File: config.mk
export PLATFORM = sky130hd
export DESIGN_NAME = rns_forward_converter_flat
export DESIGN_NICKNAME = d
export VERILOG_FILES = /design/src/rtl/rns_pkg.sv /design/src/rtl/rns_forward_converter_if.sv /design/src/rtl/rns_mod_addsub.sv /design/src/rtl/rns_forward_converter.sv /design/src/flat_wrapper.sv
export SDC_FILE = /design/constraint.sdc
export NUM_CORES = 1
export LEC_CHECK = 0
export BUFFER_PORTS_ARGS = -buffer_cell sky130_fd_sc_hd__buf_4
export CORE_MARGIN = 8
export CORE_UTILIZATION = 55
export CTS_BUF_LIST = sky130_fd_sc_hd__clkbuf_4
export DETAILED_ROUTE_END_ITERATION = 6
export PLACE_DENSITY = 0.9
export SYNTH_ARGS = -nofsm -noshare
export SYNTH_HDL_FRONTEND = slang
export SYNTH_HIERARCHICAL = 1
export SYNTH_SLANG_ARGS = --single-unit
File: constraint.sdc
create_clock -name clk -period 3.22 [get_ports clk]
set_input_delay 0.483 -clock clk [delete_from_list [all_inputs] [get_ports clk]]
set_output_delay 0.483 -clock clk [all_outputs]
set_load 0.005 [all_outputs]
File: src/rtl/rns_pkg.sv
// rns_pkg: shared constants, FSM states and modular add/sub helpers for the
// {2^N+1, 2^N, 2^N-1} residue converter.
package rns_pkg;
  localparam int RNS_N = 3;
  localparam int W = 3 * RNS_N;
  localparam logic [RNS_N:0] MOD_0 = (RNS_N + 1)'(1 << RNS_N);
  localparam logic [RNS_N:0] MOD_M1 = (RNS_N + 1)'((1 << RNS_N) - 1);
  localparam logic [RNS_N+1:0] MOD_P1 = (RNS_N + 2)'((1 << RNS_N) + 1);
  localparam logic signed [W-1:0] M_HALF = W'((1 << (RNS_N - 1)) * ((1 << (2 * RNS_N)) - 1));
  typedef enum logic [2:0] {IDLE, ACC0, ACC1, ACC2, FIX, DONE} state_t;
  // Subtracting MOD_M1 whenever the sum reaches it also folds 2^N-1 to 0
  function automatic logic [RNS_N-1:0] add_mod_m1(input logic [RNS_N-1:0] a, input logic [RNS_N-1:0] b);
    logic [RNS_N:0] s;
    s = {1'b0, a} + {1'b0, b};
    return s >= MOD_M1 ? RNS_N'(s - MOD_M1) : s[RNS_N-1:0];
  endfunction
  function automatic logic [RNS_N-1:0] sub_mod_m1(input logic [RNS_N-1:0] a, input logic [RNS_N-1:0] b);
    logic [RNS_N:0] d;
    d = {1'b0, a} - {1'b0, b};
    return d[RNS_N] ? RNS_N'(d + MOD_M1) : d[RNS_N-1:0];
  endfunction
  function automatic logic [RNS_N:0] add_mod_p1(input logic [RNS_N:0] a, input logic [RNS_N-1:0] b);
    logic [RNS_N+1:0] s;
    s = {1'b0, a} + {2'b0, b};
    return s >= MOD_P1 ? (RNS_N + 1)'(s - MOD_P1) : s[RNS_N:0];
  endfunction
  function automatic logic [RNS_N:0] sub_mod_p1(input logic [RNS_N:0] a, input logic [RNS_N-1:0] b);
    logic [RNS_N+1:0] d;
    d = {1'b0, a} - {2'b0, b};
    return d[RNS_N+1] ? (RNS_N + 1)'(d + MOD_P1) : d[RNS_N:0];
  endfunction
endpackage

File: src/rtl/rns_forward_converter_if.sv
// rns_forward_converter_if: operand/result handshake bundle of the forward converter.
interface rns_forward_converter_if #(
  parameter int N = 3
);
  logic in_valid;
  logic in_ready;
  logic signed [3*N-1:0] X;
  logic out_valid;
  logic out_ready;
  logic [N:0] R1;
  logic [N-1:0] R0;
  logic [N-1:0] R_1;
  logic ovf;
  modport master (output in_valid, X, out_ready, input in_ready, out_valid, R1, R0, R_1, ovf);
  modport slave (input in_valid, X, out_ready, output in_ready, out_valid, R1, R0, R_1, ovf);
endinterface

File: src/rtl/rns_mod_addsub.sv
// rns_mod_addsub: combinational add/sub modulo 2^N+1 (PLUS=1) or 2^N-1 (PLUS=0).
module rns_mod_addsub
  import rns_pkg::*;
#(
  parameter int N = RNS_N,
  parameter bit PLUS = 1'b1
) (
  input  logic [N:0]   a,
  input  logic [N-1:0] b,
  input  logic         sub,
  output logic [N:0]   y
);
  assign y = PLUS ? (sub ? sub_mod_p1(a, b) : add_mod_p1(a, b))
                  : {1'b0, sub ? sub_mod_m1(a[N-1:0], b) : add_mod_m1(a[N-1:0], b)};
endmodule

File: src/rtl/rns_forward_converter.sv
// rns_forward_converter: reduces a signed 3N-bit operand chunk by chunk into
// residues mod 2^N+1, 2^N and 2^N-1, flagging values outside the signed range.
module rns_forward_converter
  import rns_pkg::*;
#(
  parameter int N = RNS_N
) (
  input logic clk,
  input logic rst_n,
  rns_forward_converter_if.slave io
);
  state_t state_q, state_d;
  logic [3*N-1:0] x_q, x_d;
  logic [N:0] acc_m_q, acc_m_d, acc_p_q, acc_p_d, r1_q, r1_d, m_sum, p_sum;
  logic [N-1:0] r0_q, r0_d, rm1_q, rm1_d, chunk;
  logic ovf_q, ovf_d;
  // FIX feeds the sign bit through the same adders: 2^3N is +1 mod 2^N-1, -1 mod 2^N+1
  assign chunk = state_q == ACC0 ? x_q[N-1:0]
               : state_q == ACC1 ? x_q[2*N-1:N]
               : state_q == ACC2 ? x_q[3*N-1:2*N] : N'(x_q[3*N-1]);
  rns_mod_addsub #(.N(N), .PLUS(1'b0)) u_m (.a(acc_m_q), .b(chunk), .sub(state_q == FIX), .y(m_sum));
  rns_mod_addsub #(.N(N), .PLUS(1'b1)) u_p (.a(acc_p_q), .b(chunk), .sub(state_q == ACC1), .y(p_sum));
  always_comb begin
    state_d = state_q;
    x_d = x_q;
    acc_m_d = acc_m_q;
    acc_p_d = acc_p_q;
    r1_d = r1_q;
    r0_d = r0_q;
    rm1_d = rm1_q;
    ovf_d = ovf_q;
    case (state_q)
      IDLE: if (io.in_valid) begin
        state_d = ACC0;
        x_d = io.X;
        r0_d = io.X[N-1:0];
        ovf_d = (io.X < -M_HALF) || (io.X >= M_HALF);
        acc_m_d = '0;
        acc_p_d = '0;
      end
      ACC0, ACC1, ACC2: begin
        acc_m_d = m_sum;
        acc_p_d = p_sum;
        state_d = state_q == ACC0 ? ACC1 : state_q == ACC1 ? ACC2 : FIX;
      end
      FIX: begin
        rm1_d = m_sum[N-1:0];
        r1_d = p_sum;
        state_d = DONE;
      end
      DONE: state_d = io.out_ready ? IDLE : DONE;
      default: state_d = IDLE;
    endcase
  end
  always_ff @(posedge clk) begin
    if (!rst_n) begin
      state_q <= IDLE;
      x_q <= '0;
      acc_m_q <= '0;
      acc_p_q <= '0;
      r1_q <= '0;
      r0_q <= '0;
      rm1_q <= '0;
      ovf_q <= 1'b0;
    end else begin
      state_q <= state_d;
      x_q <= x_d;
      acc_m_q <= acc_m_d;
      acc_p_q <= acc_p_d;
      r1_q <= r1_d;
      r0_q <= r0_d;
      rm1_q <= rm1_d;
      ovf_q <= ovf_d;
    end
  end
  assign io.in_ready = state_q == IDLE;
  assign io.out_valid = state_q == DONE;
  assign io.R1 = r1_q;
  assign io.R0 = r0_q;
  assign io.R_1 = rm1_q;
  assign io.ovf = ovf_q;
endmodule

File: src/flat_wrapper.sv
// flat-port wrapper written by rule: the top's interface ports become plain ports
module rns_forward_converter_flat import rns_pkg::*;
#(
  parameter int N = RNS_N
)
  (clk, rst_n, io_in_valid, io_X, io_out_ready, io_in_ready, io_out_valid, io_R1, io_R0, io_R_1, io_ovf);
  rns_forward_converter_if #(.N(N)) io_i ();
  input logic clk;
  input logic rst_n;
  input wire logic [$bits(io_i.in_valid)-1:0] io_in_valid;
  input wire logic [$bits(io_i.X)-1:0] io_X;
  input wire logic [$bits(io_i.out_ready)-1:0] io_out_ready;
  output wire logic [$bits(io_i.in_ready)-1:0] io_in_ready;
  output wire logic [$bits(io_i.out_valid)-1:0] io_out_valid;
  output wire logic [$bits(io_i.R1)-1:0] io_R1;
  output wire logic [$bits(io_i.R0)-1:0] io_R0;
  output wire logic [$bits(io_i.R_1)-1:0] io_R_1;
  output wire logic [$bits(io_i.ovf)-1:0] io_ovf;
  assign io_i.in_valid = io_in_valid;
  assign io_i.X = io_X;
  assign io_i.out_ready = io_out_ready;
  assign io_in_ready = io_i.in_ready;
  assign io_out_valid = io_i.out_valid;
  assign io_R1 = io_i.R1;
  assign io_R0 = io_i.R0;
  assign io_R_1 = io_i.R_1;
  assign io_ovf = io_i.ovf;
  rns_forward_converter #(.N(N)) u_core (.clk(clk), .rst_n(rst_n), .io(io_i));
endmodule
==> results.md <==
* Final Skew at 14.4 ps
* GRT Resource Usage Total at 14.9%
* Pleak at 0.967 nW
* ANT nets after route at 0
* Global route overflow at 0
* Area delta synth->final at 11.9%
* Synth warn at 6
* First-pass GRT wire length at 7.65 mm
* Routed len/inst at 15.2 um
* Worst hold endpoint: u_core/x_q[0]
* Worst Min Path Start: io_X[0]
* Number of global-route vias before repair at 1747
* Slew headroom at 44.7%
* VDD IR max at 0.288 mV
* I/O pins at 26
* Crit share post-route at 93.6%
* Clk buf depth at 2
* Hold Path Class: primary input to flip-flop
* CTS buffer count at 3
* Crit path required time at 3510 ps
* ANT cells at 0
* Final WL at 4.61 mm
* Fill count at 310
* DIE HEIGHT at 78.4 um
* Gate Count Post-Synth at 234
* Status: complete, no violations
* Type of the worst setup path: flip-flop to flip-flop
* RR Endpoint: u_core/io.R1[1]
* WP data arrival at 3310 ps
* CTS HTree Levels at 1
* Switching power at 0.364 mW
* Post-Syn Area per Cell at 9.15 sq um
* Internal at 0.615 mW
* Seq. cell area at 546 sq um
* Initial antenna violation count at 0
* Multi-input logic area at 1420 sq um
* FF-to-FF setup slack at 210 ps
* Design Power at 0.979 mW
* Via Count at 1772
* RSZ-0062 raised after global routing: false
* Final Hold Slack at 374 ps
* Share of cells above drive strength 1 at 24.7%
* Setup violations, final at 0
* Worst setup EP type: flip-flop
* Comb pwr share at 45.2%
* Pwr Density at 408 nW/um^2
* Core footprint at 3720 sq um
* Hold Vio Cnt, Final at 0
* Startpoint Class: flip-flop
* Minimum clock period at 3010 ps
* Largest net degree at the start of global routing at 22
* MaxCap Viol Count at 0
* Width of the chip at 78.4 um
* Setup TNS Final at 0 ps
* Initial Util at 57.6%
* Die area at 6150 sq um
* Cts-stage hold buffer count at 0
* # nets final at 290
* GP Congestion at 0.870
* Post-synthesis net count at 268
* Fmax at 0.332 GHz
* DRC at 0
* Clk_lat worst skew at 340 ps
* Sw frac at 37.2%
* Worst reg2reg startpoint: u_core/state_q[1]
* Hold Crit Depth at 3
* # rows at 22
* Sequential share of power at 38.9%
* CP max FO at 8
* Max-slew violations at 0
* Final Non-Filler Cells at 303
* Clk Tree Root Cell: clkbuf_4
* Inst Count DP at 298
* # port buffers at 25
* Netlist area before placement at 2140 sq um
* Depth of the most critical reg-to-reg path at 11
* CTS tree: done
* Hpwl dp at 3.73 mm
* Clock transition at path regs at 160 ps
* Slew @ Worst Pin at 827 ps
* DR iter-0 viols at 66
* Clock group share of total power at 15.9%
* 1st-pass router iterations at 4
* Sink Count at 27
* Via density per instance at 5.85
[layer usage]
| layer | vias up | track usage (%) | share of wire (%) |
|---|---|---|---|
| met1 | 859 | 17.0 | 43 |
| met2 | 50 | 26.3 | 49 |
| met4 | 0 | 5.93 | 2.0 |
| met3 | 10 | 3.19 | 5.3 |
| li1 | 853 | - | - |
| met5 | - | 0 | 0 |
[worst max path at each step]
stage / from / to / slack (ps) / cells past startpoint
after global routing: u_core/state_q[1] / u_core/io.R1[0] / 10 / 13
after CTS: u_core/state_q[1] / u_core/io.R1[1] / 110 / 11
after detailed placement: u_core/state_q[1] / u_core/io.R1[1] / 30 / 11
final: u_core/state_q[1] / u_core/io.R1[1] / 210 / 11
after global placement: u_core/state_q[1] / u_core/io.R1[1] / 150 / 11
after floorplan: u_core/state_q[1] / u_core/io.R1[1] / 220 / 14
[registers in the layout, summed over array words and instances, names as in the netlist]
signal / flops
u_core/x_q: 9
u_core/acc_p_q: 4
u_core/io.R1: 4
u_core/acc_m_q: 3
u_core/io.R_1: 3
u_core/state_q: 3
u_core/io.ovf: 1
[placed cells by master, fill, tap and decap left out, types with 2 or more instances in the layout]
cell type / instances
a2111oi_4: 2
a211oi_1: 2
a21boi_0: 2
a21boi_1: 9
a21oi_1: 4
a22o_1: 7
a22oi_1: 3
a31oi_2: 2
buf_4: 35
clkbuf_4: 3
dfxtp_1: 25
fa_1: 3
ha_1: 16
inv_1: 19
mux2_2: 2
mux2i_1: 11
nand2_1: 24
nand3_1: 4
nand3b_1: 2
nor2_1: 11
nor2b_1: 11
nor3_1: 6
nor3b_1: 4
o21a_1: 2
o21ai_0: 4
xnor2_1: 6
xor2_1: 2
[area by class of cell]
type                            instances  share of cell area (%)
Tap cell                               48                    2.51
Clock inverter                          1                   0.365
Inverter                               20                    3.13
Timing Repair Buffer                   35                    11.0
Sequential cell                        27                    22.8
Clock buffer                            3                   0.939
Multi-Input combinational cell        169                    59.3
[metrics by stage]
| step | cell area (sq um) | setup slack, ps | util (%) |
|---|---|---|---|
| finish | 2400 | 207 | 64.5 |
| global route | 2400 | 13.4 | 64.5 |
| CTS | 2370 | 107 | 63.9 |
| detailed placement | 2340 | 26.3 | 63.0 |
| global placement | 2340 | 150 | 63.0 |
| floorplan | 2140 | 217 | - |
[power by group through the flow]
stage / logic (mW) / registers [mW] / clock network, mW
5_1_grt: 0.488 / 0.384 / 0.174
4_1_cts: 0.435 / 0.381 / 0.161
2_1_floorplan: 0.353 / 0.374 / 0
3_5_place_dp: 0.433 / 0.388 / 0
6_report: 0.442 / 0.381 / 0.156
3_3_place_gp: 0.413 / 0.386 / 0
[worst max-delay path, cell delays in order (launching register included)]
cell and delay [ps]:
dfxtp_4 430, mux2_2 350, a22oi_1 180, nor2_1 80, inv_1 150, fa_2 500, ha_1 250, a2111oi_4 340
nor3_2 110, a221oi_1 350, mux2i_1 120, nor2b_1 110
[timing repair]
item | in CTS | in global routing
setup endpoints to repair | 2 | 7
setup buffers | 0 | 1
resized for setup | 1 | 5
gates cloned | 0 | 0
No activity file was read; power rests on OpenSTA's default activity.
